==> config.mk <==
export PLATFORM = sky130hd
export DESIGN_NAME = music_sequencer_flat
export DESIGN_NICKNAME = d
export VERILOG_FILES = /design/src/rtl/music_sequencer_pkg.sv /design/src/rtl/music_sequencer_if.sv /design/src/rtl/music_sequencer_tick_gen.sv /design/src/rtl/music_sequencer.sv /design/src/flat_wrapper.sv
export SDC_FILE = /design/constraint.sdc
export NUM_CORES = 1
export LEC_CHECK = 0
export ABC_AREA = 1
export BUFFER_PORTS_ARGS = -buffer_cell sky130_fd_sc_hd__buf_2
export CORE_UTILIZATION = 56
export CTS_CLUSTER_DIAMETER = 30
export DETAILED_ROUTE_END_ITERATION = 6
export HOLD_SLACK_MARGIN = 0.05
export PLACE_DENSITY_LB_ADDON = 0.15
export SETUP_SLACK_MARGIN = 0.3
export SYNTH_ARGS = -nofsm -noshare
export SYNTH_HDL_FRONTEND = slang
export SYNTH_SLANG_ARGS = --single-unit
==> constraint.sdc <==
create_clock -name clk_i -period 3 [get_ports clk_i]
set_input_delay 0.9 -clock clk_i [delete_from_list [all_inputs] [get_ports clk_i]]
set_output_delay 0.9 -clock clk_i [all_outputs]
set_load 0.1 [all_outputs]
==> src/rtl/music_sequencer_pkg.sv <==
// Shared types and constants for the note sequencer.
package music_sequencer_pkg;

    // One note table entry: end-of-table flag, silent note, length in tempo ticks, tone word.
    typedef struct packed {
        logic        last;
        logic        rest;
        logic [7:0]  len;
        logic [15:0] freq;
    } note_entry_t;

    typedef enum logic [1:0] {
        ST_IDLE,
        ST_FETCH,
        ST_PLAY
    } seq_state_t;

    localparam logic [15:0] G4_FREQ  = 16'd4208;
    localparam logic [15:0] Dd4_FREQ = 16'd3339;
    localparam logic [15:0] Ad4_FREQ = 16'd5005;

    // A zero-length note still lasts one tick.
    function automatic logic [7:0] eff_len(input logic [7:0] len);
        return (len == 8'd0) ? 8'd1 : len;
    endfunction

endpackage

==> src/rtl/music_sequencer_if.sv <==
// Control/config side of the sequencer: table writes, playback control and audio_channel drive.
interface music_sequencer_if #(
    parameter int DEPTH = 32
);
    import music_sequencer_pkg::*;

    localparam int AW = (DEPTH > 1) ? $clog2(DEPTH) : 1;

    logic          wr_en_i;
    logic [AW-1:0] wr_addr_i;
    note_entry_t   wr_data_i;
    logic          start_i;
    logic          stop_i;
    logic          loop_i;
    logic [2:0]    gen_sel_i;
    logic [7:0]    volume_i;
    logic          en_o;
    logic [15:0]   freq_o;
    logic [2:0]    gen_sel_o;
    logic [7:0]    volume_o;
    logic          busy_o;
    logic [AW-1:0] note_idx_o;
    logic          done_o;

    modport master (
        output wr_en_i, wr_addr_i, wr_data_i, start_i, stop_i, loop_i, gen_sel_i, volume_i,
        input  en_o, freq_o, gen_sel_o, volume_o, busy_o, note_idx_o, done_o
    );

    modport slave (
        input  wr_en_i, wr_addr_i, wr_data_i, start_i, stop_i, loop_i, gen_sel_i, volume_i,
        output en_o, freq_o, gen_sel_o, volume_o, busy_o, note_idx_o, done_o
    );

endinterface

==> src/rtl/music_sequencer_tick_gen.sv <==
// Tempo tick divider: one-cycle tick every TICK_DIV cycles while not cleared.
// Clear holds the count at its load value so the first tick after release
// arrives exactly TICK_DIV cycles later.
module music_sequencer_tick_gen #(
    parameter int TICK_DIV = 3125000
) (
    input  logic clk,
    input  logic rst,
    input  logic clear,
    output logic tick
);
    localparam int CW = (TICK_DIV > 1) ? $clog2(TICK_DIV) : 1;
    localparam logic [CW-1:0] LOAD = CW'(TICK_DIV - 1);

    logic [CW-1:0] cnt;

    assign tick = ~clear & (cnt == '0);

    // Down-counter with terminal-count reload.
    always_ff @(posedge clk) begin
        if (rst) begin
            cnt <= '0;
        end else if (clear || (cnt == '0)) begin
            cnt <= LOAD;
        end else begin
            cnt <= cnt - 1'b1;
        end
    end

endmodule

==> src/rtl/music_sequencer.sv <==
// Note sequencer: walks the note table and drives audio_channel en/freq/gen_sel/volume.
// The table is read on the edge entering FETCH, so the entry is ready during FETCH
// and the outputs change on the edge entering PLAY.
module music_sequencer
    import music_sequencer_pkg::*;
#(
    parameter int DEPTH    = 32,
    parameter int TICK_DIV = 3125000
) (
    input logic               clk_i,
    input logic               rst_i,
    music_sequencer_if.slave  bus
);
    localparam int AW = (DEPTH > 1) ? $clog2(DEPTH) : 1;
    localparam logic [AW-1:0] LAST_IDX = AW'(DEPTH - 1);

    seq_state_t    state_q, state_d;
    logic [AW-1:0] idx_q, idx_d;
    logic [AW-1:0] note_idx_q, note_idx_d;
    logic          en_q, en_d;
    logic          done_q, done_d;
    logic          last_q, last_d;
    logic [15:0]   freq_q, freq_d;
    logic [2:0]    gen_sel_q, gen_sel_d;
    logic [7:0]    volume_q, volume_d;
    logic [7:0]    len_q, len_d;
    logic [7:0]    ticks_q, ticks_d;
    logic          tick;

    note_entry_t   mem [DEPTH];
    note_entry_t   rd_q;

    music_sequencer_tick_gen #(.TICK_DIV(TICK_DIV)) u_tick_gen (
        .clk   (clk_i),
        .rst   (rst_i),
        .clear (state_q != ST_PLAY),
        .tick  (tick)
    );

    // Note table: one write port, one registered read port addressed by the next index.
    always_ff @(posedge clk_i) begin
        if (bus.wr_en_i) begin
            mem[bus.wr_addr_i] <= bus.wr_data_i;
        end
        rd_q <= mem[idx_d];
    end

    // Next-state and output logic; stop wins over everything.
    always_comb begin
        state_d    = state_q;
        idx_d      = idx_q;
        note_idx_d = note_idx_q;
        en_d       = en_q;
        done_d     = 1'b0;
        last_d     = last_q;
        freq_d     = freq_q;
        gen_sel_d  = gen_sel_q;
        volume_d   = volume_q;
        len_d      = len_q;
        ticks_d    = ticks_q;
        unique case (state_q)
            ST_IDLE: begin
                en_d = 1'b0;
                if (bus.start_i && !bus.stop_i) begin
                    gen_sel_d = bus.gen_sel_i;
                    volume_d  = bus.volume_i;
                    idx_d     = '0;
                    state_d   = ST_FETCH;
                end
            end
            ST_FETCH: begin
                state_d    = ST_PLAY;
                freq_d     = rd_q.freq;
                en_d       = ~rd_q.rest;
                note_idx_d = idx_q;
                len_d      = rd_q.len;
                last_d     = rd_q.last;
                ticks_d    = '0;
            end
            ST_PLAY: begin
                if (tick) begin
                    if (ticks_q == (eff_len(len_q) - 8'd1)) begin
                        if (last_q || (idx_q == LAST_IDX)) begin
                            if (bus.loop_i) begin
                                idx_d   = '0;
                                state_d = ST_FETCH;
                            end else begin
                                state_d = ST_IDLE;
                                en_d    = 1'b0;
                                done_d  = 1'b1;
                            end
                        end else begin
                            idx_d   = idx_q + 1'b1;
                            state_d = ST_FETCH;
                        end
                    end else begin
                        ticks_d = ticks_q + 8'd1;
                    end
                end
            end
            default: state_d = ST_IDLE;
        endcase
        if (bus.stop_i) begin
            state_d = ST_IDLE;
            en_d    = 1'b0;
            done_d  = 1'b0;
        end
    end

    // State and output registers.
    always_ff @(posedge clk_i) begin
        if (rst_i) begin
            state_q    <= ST_IDLE;
            idx_q      <= '0;
            note_idx_q <= '0;
            en_q       <= 1'b0;
            done_q     <= 1'b0;
            last_q     <= 1'b0;
            freq_q     <= '0;
            gen_sel_q  <= '0;
            volume_q   <= '0;
            len_q      <= '0;
            ticks_q    <= '0;
        end else begin
            state_q    <= state_d;
            idx_q      <= idx_d;
            note_idx_q <= note_idx_d;
            en_q       <= en_d;
            done_q     <= done_d;
            last_q     <= last_d;
            freq_q     <= freq_d;
            gen_sel_q  <= gen_sel_d;
            volume_q   <= volume_d;
            len_q      <= len_d;
            ticks_q    <= ticks_d;
        end
    end

    assign bus.en_o       = en_q;
    assign bus.freq_o     = freq_q;
    assign bus.gen_sel_o  = gen_sel_q;
    assign bus.volume_o   = volume_q;
    assign bus.busy_o     = (state_q != ST_IDLE);
    assign bus.note_idx_o = note_idx_q;
    assign bus.done_o     = done_q;

endmodule
==> src/flat_wrapper.sv <==
// flat-port wrapper written by rule: the top's interface ports become plain ports
module music_sequencer_flat import music_sequencer_pkg::*;
#(
    parameter int DEPTH    = 32,
    parameter int TICK_DIV = 3125000
)
  (clk_i, rst_i, bus_wr_en_i, bus_wr_addr_i, bus_wr_data_i, bus_start_i, bus_stop_i, bus_loop_i, bus_gen_sel_i, bus_volume_i, bus_en_o, bus_freq_o, bus_gen_sel_o, bus_volume_o, bus_busy_o, bus_note_idx_o, bus_done_o);
  music_sequencer_if #(.DEPTH(DEPTH)) bus_i ();
  input logic clk_i;
  input logic rst_i;
  input wire logic [$bits(bus_i.wr_en_i)-1:0] bus_wr_en_i;
  input wire logic [$bits(bus_i.wr_addr_i)-1:0] bus_wr_addr_i;
  input wire logic [$bits(bus_i.wr_data_i)-1:0] bus_wr_data_i;
  input wire logic [$bits(bus_i.start_i)-1:0] bus_start_i;
  input wire logic [$bits(bus_i.stop_i)-1:0] bus_stop_i;
  input wire logic [$bits(bus_i.loop_i)-1:0] bus_loop_i;
  input wire logic [$bits(bus_i.gen_sel_i)-1:0] bus_gen_sel_i;
  input wire logic [$bits(bus_i.volume_i)-1:0] bus_volume_i;
  output wire logic [$bits(bus_i.en_o)-1:0] bus_en_o;
  output wire logic [$bits(bus_i.freq_o)-1:0] bus_freq_o;
  output wire logic [$bits(bus_i.gen_sel_o)-1:0] bus_gen_sel_o;
  output wire logic [$bits(bus_i.volume_o)-1:0] bus_volume_o;
  output wire logic [$bits(bus_i.busy_o)-1:0] bus_busy_o;
  output wire logic [$bits(bus_i.note_idx_o)-1:0] bus_note_idx_o;
  output wire logic [$bits(bus_i.done_o)-1:0] bus_done_o;
  assign bus_i.wr_en_i = bus_wr_en_i;
  assign bus_i.wr_addr_i = bus_wr_addr_i;
  assign bus_i.wr_data_i = bus_wr_data_i;
  assign bus_i.start_i = bus_start_i;
  assign bus_i.stop_i = bus_stop_i;
  assign bus_i.loop_i = bus_loop_i;
  assign bus_i.gen_sel_i = bus_gen_sel_i;
  assign bus_i.volume_i = bus_volume_i;
  assign bus_en_o = bus_i.en_o;
  assign bus_freq_o = bus_i.freq_o;
  assign bus_gen_sel_o = bus_i.gen_sel_o;
  assign bus_volume_o = bus_i.volume_o;
  assign bus_busy_o = bus_i.busy_o;
  assign bus_note_idx_o = bus_i.note_idx_o;
  assign bus_done_o = bus_i.done_o;
  music_sequencer #(.DEPTH(DEPTH), .TICK_DIV(TICK_DIV)) u_core (.clk_i(clk_i), .rst_i(rst_i), .bus(bus_i));
endmodule
### Word level (Yosys, flattened, before mapping)

Memories as Yosys holds them, arrays and structs flattened. A register that Yosys moved wholly into a read port is not among the register bits.
Index checks and enable logic that the tools add are counted.

| word-level totals | value |
|---|---|
| flip-flop bits (word level) | 80 |
| memory bits (writable) | 832 |
| output and inout bits | 35 |
| logic and storage cells | 78 |
| input port bits | 48 |
| memories | 1 |

| operators by class | value |
|---|---|
| bitwise operators | 7 |
| muxes and demuxes | 25 |
| reduce and logical (&&, ||, !) cells | 17 |
| equal/unequal tests | 11 |
| add/sub/neg operators | 4 |

Memories:

| name | depth | width | read ports | clocked after Yosys merged registers in | write ports | line | RTL |
|---|---|---|---|---|---|---|---|
| u_core.mem | 32 | 26 | 1 | 1 | 1 | music_sequencer.sv:30 | `note_entry_t mem [DEPTH];` |

Operator list:

| operator | count |
|---|---|
| 5-bit two-way mux | 5 |
| 8-bit two-way mux | 3 |
| 22-bit zero test | 1 |
| 22-bit two-way mux | 1 |
| 22-bit by 1-bit subtractor with 22-bit output, second input constant | 1 |
| 8-bit case mux with 2 select lines | 1 |
| 5-bit case mux with 2 select lines | 1 |
| 1-bit two-way mux | 9 |
| 8-bit by 1-bit adder with 8-bit output, second input constant | 1 |
| 8-bit equality test | 1 |
| 8-bit zero test | 1 |
| 2-bit by 1-bit inequality test with 1-bit output, second input constant | 4 |
| 8-bit by 1-bit subtractor with 8-bit output, second input constant | 1 |
| 2-bit two-way mux | 3 |
| 2-bit inequality test, second input constant | 3 |
| 1-bit NOT | 6 |
| 2-bit case mux with 3 select lines | 1 |
| 3-bit AND reduction | 2 |
| 6-bit OR reduction | 1 |
| 5-bit by 1-bit adder with 5-bit output, second input constant | 1 |
| 5-bit equality test, second input constant | 1 |
| 5-bit AND reduction | 1 |
| 2-bit nonzero test | 2 |
| 2-bit OR reduction | 2 |
| other kinds (10) | 11 |

### Longest topological paths before layout

| depth | value |
|---|---|
| depth in word-level cells | 7 |
| mapped depth | 30 |

### Cells and area by module

A second synthesis with hierarchy kept.

| unflattened totals | value |
|---|---|
| cell total of the unflattened synthesis | 3882 |
| area total of the unflattened synthesis | 41374.7 µm² |

By module, submodules not included:

| module | area each (µm²) | cells each | seq. area each (µm²) | instances |
|---|---|---|---|---|
| music_sequencer | 40060.9 | 3696 | 26665.6 | 1 |
| music_sequencer_tick_gen | 1313.8 | 186 | 440.4 | 1 |

### Worst setup path before layout

No wires, ideal clock.

| path | value |
|---|---|
| path kind | register to register |
| start point | register u_core.state_q[0] |
| end point | register, netlist name u_core.rd_q[10] |
| clock period less this slack | 2890 ps |
| setup time | 113 ps |
| arrival time | 2777 ps |
| stages on the path, launching flop included | 20 |
| setup slack | 110 ps |
| cell sequence | dfxtp_1 -> inv_1 -> ha_1 -> inv_1 -> nor2_1 -> nor2_1 -> inv_1 -> o21ai_2 -> nand2_1 -> buf_6 -> buf_6 -> buf_2 -> nand2_1 -> nand2_1 -> nand2_1 -> nand3_1 -> nand3_1 -> nand2_1 -> nand2_1 -> nand2_1 |

| on the way | value |
|---|---|
| word-level cells in the longest chain between the ends | 5 |
| elaborated cells between the ends (all ways) | 7 |

RTL lines:

| what | line | RTL |
|---|---|---|
| start, declared | music_sequencer.sv:17 | `seq_state_t state_q, state_d;` |
| start signal, assigned | music_sequencer.sv:125 | `state_q <= state_d;` |
| 2-bit inequality test | music_sequencer.sv:36 | `.clear (state_q != ST_PLAY),` |
| 1-bit NOT | music_sequencer_tick_gen.sv:17 | `assign tick = ~clear & (cnt == '0);` |
| 1-bit AND | music_sequencer_tick_gen.sv:17 |  |
| 5-bit two-way mux | music_sequencer.sv:81 | `if (tick) begin` |
| 5-bit case mux with 2 select lines * | music_sequencer.sv:61 | `unique case (state_q)` |

Every way passes the cells marked *; elsewhere a longest branch is shown, timed or not.
A chain may end at the register's enable or synchronous reset.

### Worst setup path in the final report

| path | value |
|---|---|
| start point | register u_core.len_q[2] |
| end point | register, netlist name u_core.rd_q[6] |

| on the way | value |
|---|---|
| word-level cells in the longest chain between the ends | 7 |

RTL lines:

| what | line | RTL |
|---|---|---|
| start, declared | music_sequencer.sv:26 | `logic [7:0] len_q, len_d;` |
| start signal, assigned | music_sequencer.sv:134 | `len_q <= len_d;` |
| 8-bit zero test | music_sequencer_pkg.sv:24 | `return (len == 8'd0) ? 8'd1 : len;` |
| 8-bit two-way mux * | music_sequencer_pkg.sv:24 |  |
| 8-bit by 1-bit subtractor with 8-bit output * | music_sequencer.sv:82 | `if (ticks_q == (eff_len(len_q) - 8'd1)) begin` |
| 8-bit equality test * | music_sequencer.sv:82 |  |
| 5-bit two-way mux * | music_sequencer.sv:82 |  |
| 5-bit two-way mux * | music_sequencer.sv:81 |  |
| 5-bit case mux with 2 select lines * | music_sequencer.sv:61 |  |

Marked as above.

==> results.sh <==
export IMPL_route_met2_wl_um=53600
export IMPL_postSynthCellCount=3753
export IMPL_rows=96
export IMPL_critPathSlowestCell="dfxtp_2"
export IMPL_syn_nets=3811
export IMPL_critPathKind="reg -> reg"
export IMPL_finalSetupTns_ps=-3620
export IMPL_yosysSeqAreaShare_pct=69.2
export IMPL_clock_latency_ps=750
export IMPL_synth_top_cell_area_share_pct=63.7
export IMPL_syn_cell_area_um2=39200
export IMPL_clock_sinks=938
export IMPL_dp_cells=4790
export IMPL_path_clk_slew_ps=50
export IMPL_place_hpwl_um=64800
export IMPL_fillCellCount=4601
export IMPL_final_cell_area_um2=50500
export IMPL_gp_congestion=0.859
export IMPL_vias_per_cell=5.75
export IMPL_yosysMostFrequentCell="nand2_1"
export IMPL_synthArstFlopShare_pct=0
export IMPL_tritoncts="done"
export IMPL_cp_required_ps=3680
export IMPL_hold_class="in -> reg"
export IMPL_wl_per_cell_um=22.6
export IMPL_via_count=29700
export IMPL_synth_common_cells="nand2_1, edfxtp_1, nand3_1"
export IMPL_layout_cells_non_filler=5174
export IMPL_fmax_mhz=308
export IMPL_die_height_um=267
export IMPL_post_route_period_util_pct=108
export IMPL_yosysWarningCount=0
export IMPL_clockBufferDepth=3
export IMPL_drive_gt1_share_pct=21.0
export IMPL_placed_area_um2=42600
export IMPL_fin_worst_skew_ps=29.1
export IMPL_grt_pass1_wl_um=169000
export IMPL_synth_top_flop_cell="edfxtp_1"
export IMPL_avgSynthCellArea_um2=10.4
export IMPL_slowest_delay_ps=320
export IMPL_synth_edf_count=832
export IMPL_fin_util_pct=73.2
export IMPL_die_x_um=267
export IMPL_die_area_um2=71100
export IMPL_cts_root_buf="clkbuf_16"
export IMPL_first_pass_iters=6
export IMPL_violations="negative setup slack"
export IMPL_max_slew_margin_pct=58.6
export IMPL_endpoint_kind="flop"
export IMPL_seq_area_um2=27100
export IMPL_grt_total_usage_pct=32.2
export IMPL_synthToLayoutAreaGrowth_pct=28.8
export IMPL_outcome="complete, but fails checks"
export IMPL_fin_nets=4158
export IMPL_synth_seq_cells=938
export IMPL_yosys_cell_types_count=40
export IMPL_start_kind="flop"
export IMPL_multiInputGateArea_um2=11600
export IMPL_top_layer="met5"
export IMPL_start_util_pct=56.8
export IMPL_ant_nets=0
export IMPL_pwr_density_cell_nw_per_um2=687
export IMPL_grt_start_max_net_pins=44
export IMPL_routed_wl_um=117000
export IMPL_fin_ws_ps=-244
export IMPL_drc_errors=0
export IMPL_drtIter0Drc=3273
export IMPL_cp_arrival_ps=3920
export IMPL_drv_slew=0
export IMPL_cpMostUsedCell="nand2_2"
export IMPL_grt_pass1_vias=28000
export IMPL_worst_slew_pin_slew_ps=621
export IMPL_crit_path_max_fanout=10
export IMPL_p_leak_nw=20.2
export IMPL_synth_area_leaders="edfxtp_1, nand2_1, nand3_1, dfxtp_1, buf_2"
export IMPL_core_um2=68900
export IMPL_htree_levels=4
export IMPL_io_buffers=82
export IMPL_cap_violations=0
export IMPL_crit_family="simple AND/OR/NAND/NOR gates"
export IMPL_grt_remaining_overflow=0
export IMPL_p_total_mw=34.7
export IMPL_period_needed_ps=3240
export IMPL_wl_met1_um=46700
export IMPL_io_pins=83
export IMPL_synth_top_cell_by_area="edfxtp_1"
export IMPL_finalHoldViolCount=0
export IMPL_setup_viol=26
export IMPL_rsz0062_at_grt="true"
export IMPL_vdd_drop_max_mv=0.541
export IMPL_critPathBufInv=6
export IMPL_cts_buffers=168
export IMPL_antenna_found_initial=7
export IMPL_wl_met3_um=12300
==> path summary, 6_finish.rpt <==
check	slack, ps	depth (start not counted)	end	start
worst max-delay path	-240	29	u_core.rd_q[6]	u_core.len_q[2]
worst min-delay path	420	3	u_core.bus.volume_o[2]	bus_volume_i[2]
worst max register to register	-240	29	u_core.rd_q[6]	u_core.len_q[2]
worst min register to register	440	2	u_core.bus.en_o	u_core.bus.en_o
==> registers in the layout (all words and copies together) (netlist names) <==
signal                 cells
u_core.bus.freq_o         16
u_core.idx_q               5
u_core.bus.en_o            1
u_core.u_tick_gen.cnt     22
u_core.bus.note_idx_o      5
u_core.bus.gen_sel_o       3
u_core.bus.volume_o        8
u_core.mem               832
u_core.len_q               8
u_core.rd_q               26
u_core.bus.done_o          1
u_core.state_q             2
u_core.ticks_q             8
u_core.last_q              1
==> worst register-to-register path, delay by kind of cell (launching register included) <==
kind | cells | cell delay, ps
simple gates | 22 | 2060
buf+inv | 6 | 660
fa+ha+maj | 1 | 170
flops | 1 | 320
==> per-stage QoR <==
stage               hold slack [ps]  setup slack [ps]
finish                          420              -244
CTS                             394             -55.6
global placement                432              -137
floorplan                       431               283
global route                    424              -402
detailed placement              434              -230
==> metal layers <==
layer / vias to the layer above / GRT usage (%)
li1: 13500 / -
met1: 14200 / 44.5
met2: 1740 / 49.8
met3: 301 / 6.68
met4: 12 / 13.6
met5: - / 0
==> layout by cell type (no fill, tap or decap), types with 6 or more instances in the layout <==
cell type and n:
clkbuf_1 36, nor2_4 36, nor2_1 85, o21ai_0 48
buf_4 170, buf_16 21, dfxtp_2 7, a31oi_1 9
buf_2 81, nor3_1 15, clkbuf_16 189, inv_6 9
clkinvlp_4 16, inv_2 10, clkinv_1 22, clkinv_2 23
ha_1 8, a21oi_1 39, inv_1 57, nand2_2 80
nand3_2 80, xor2_1 6, buf_6 13, bufinv_16 23
buf_12 77, buf_8 7, dfxtp_1 99, nor2_2 6
nand3_1 486, nand4_1 6, edfxtp_1 832, nand2_1 1579
==> kinds of logic (layout without fill, tap and decap cells) <==
| kind of cell | after synthesis | in the layout | synth area share [%] |
|---|---|---|---|
| flip-flops | 938 | 938 | 69.2 |
| buffers and inverters | 289 | 777 | 3.70 |
| adder cells (fa/ha/maj) | 10 | 10 | 0.319 |
| other | 0 | 2 | 0 |
| AO/OA/AOI/OAI | 111 | 111 | 1.55 |
| XOR/XNOR | 11 | 11 | 0.246 |
| AND/OR/NAND/NOR | 2394 | 2394 | 25.0 |
==> power breakdown <==
group / internal [mW] / switching, mW
Sequential: 14.4 / 0.0786
Combinational: 0.365 / 0.949
Clock: 12.5 / 6.32
==> layout make-up <==
| cell class | instances | area share, % |
|---|---|---|
| flip-flops and latches | 938 | 53.7 |
| multi-input cells | 2526 | 23.0 |
| repair buffers | 388 | 9.00 |
| clock buffers | 212 | 8.90 |
| clock inverters | 99 | 2.35 |
| well taps | 931 | 2.31 |
| inverters | 76 | 0.701 |
| repair inverters | 2 | 0.0619 |
| diodes | 2 | 0.00991 |
==> timing repair <==
| action | 4_1_cts | 5_1_grt |
|---|---|---|
| hold buffers | 0 | 0 |
| pin swaps | 23 | 92 |
| endpoints found under the setup margin | 30 | 39 |
| resized for setup | 72 | 190 |
| setup buffers | 27 | 8 |
| cloned | 13 | 23 |
Power figures use the tool's default switching activity.
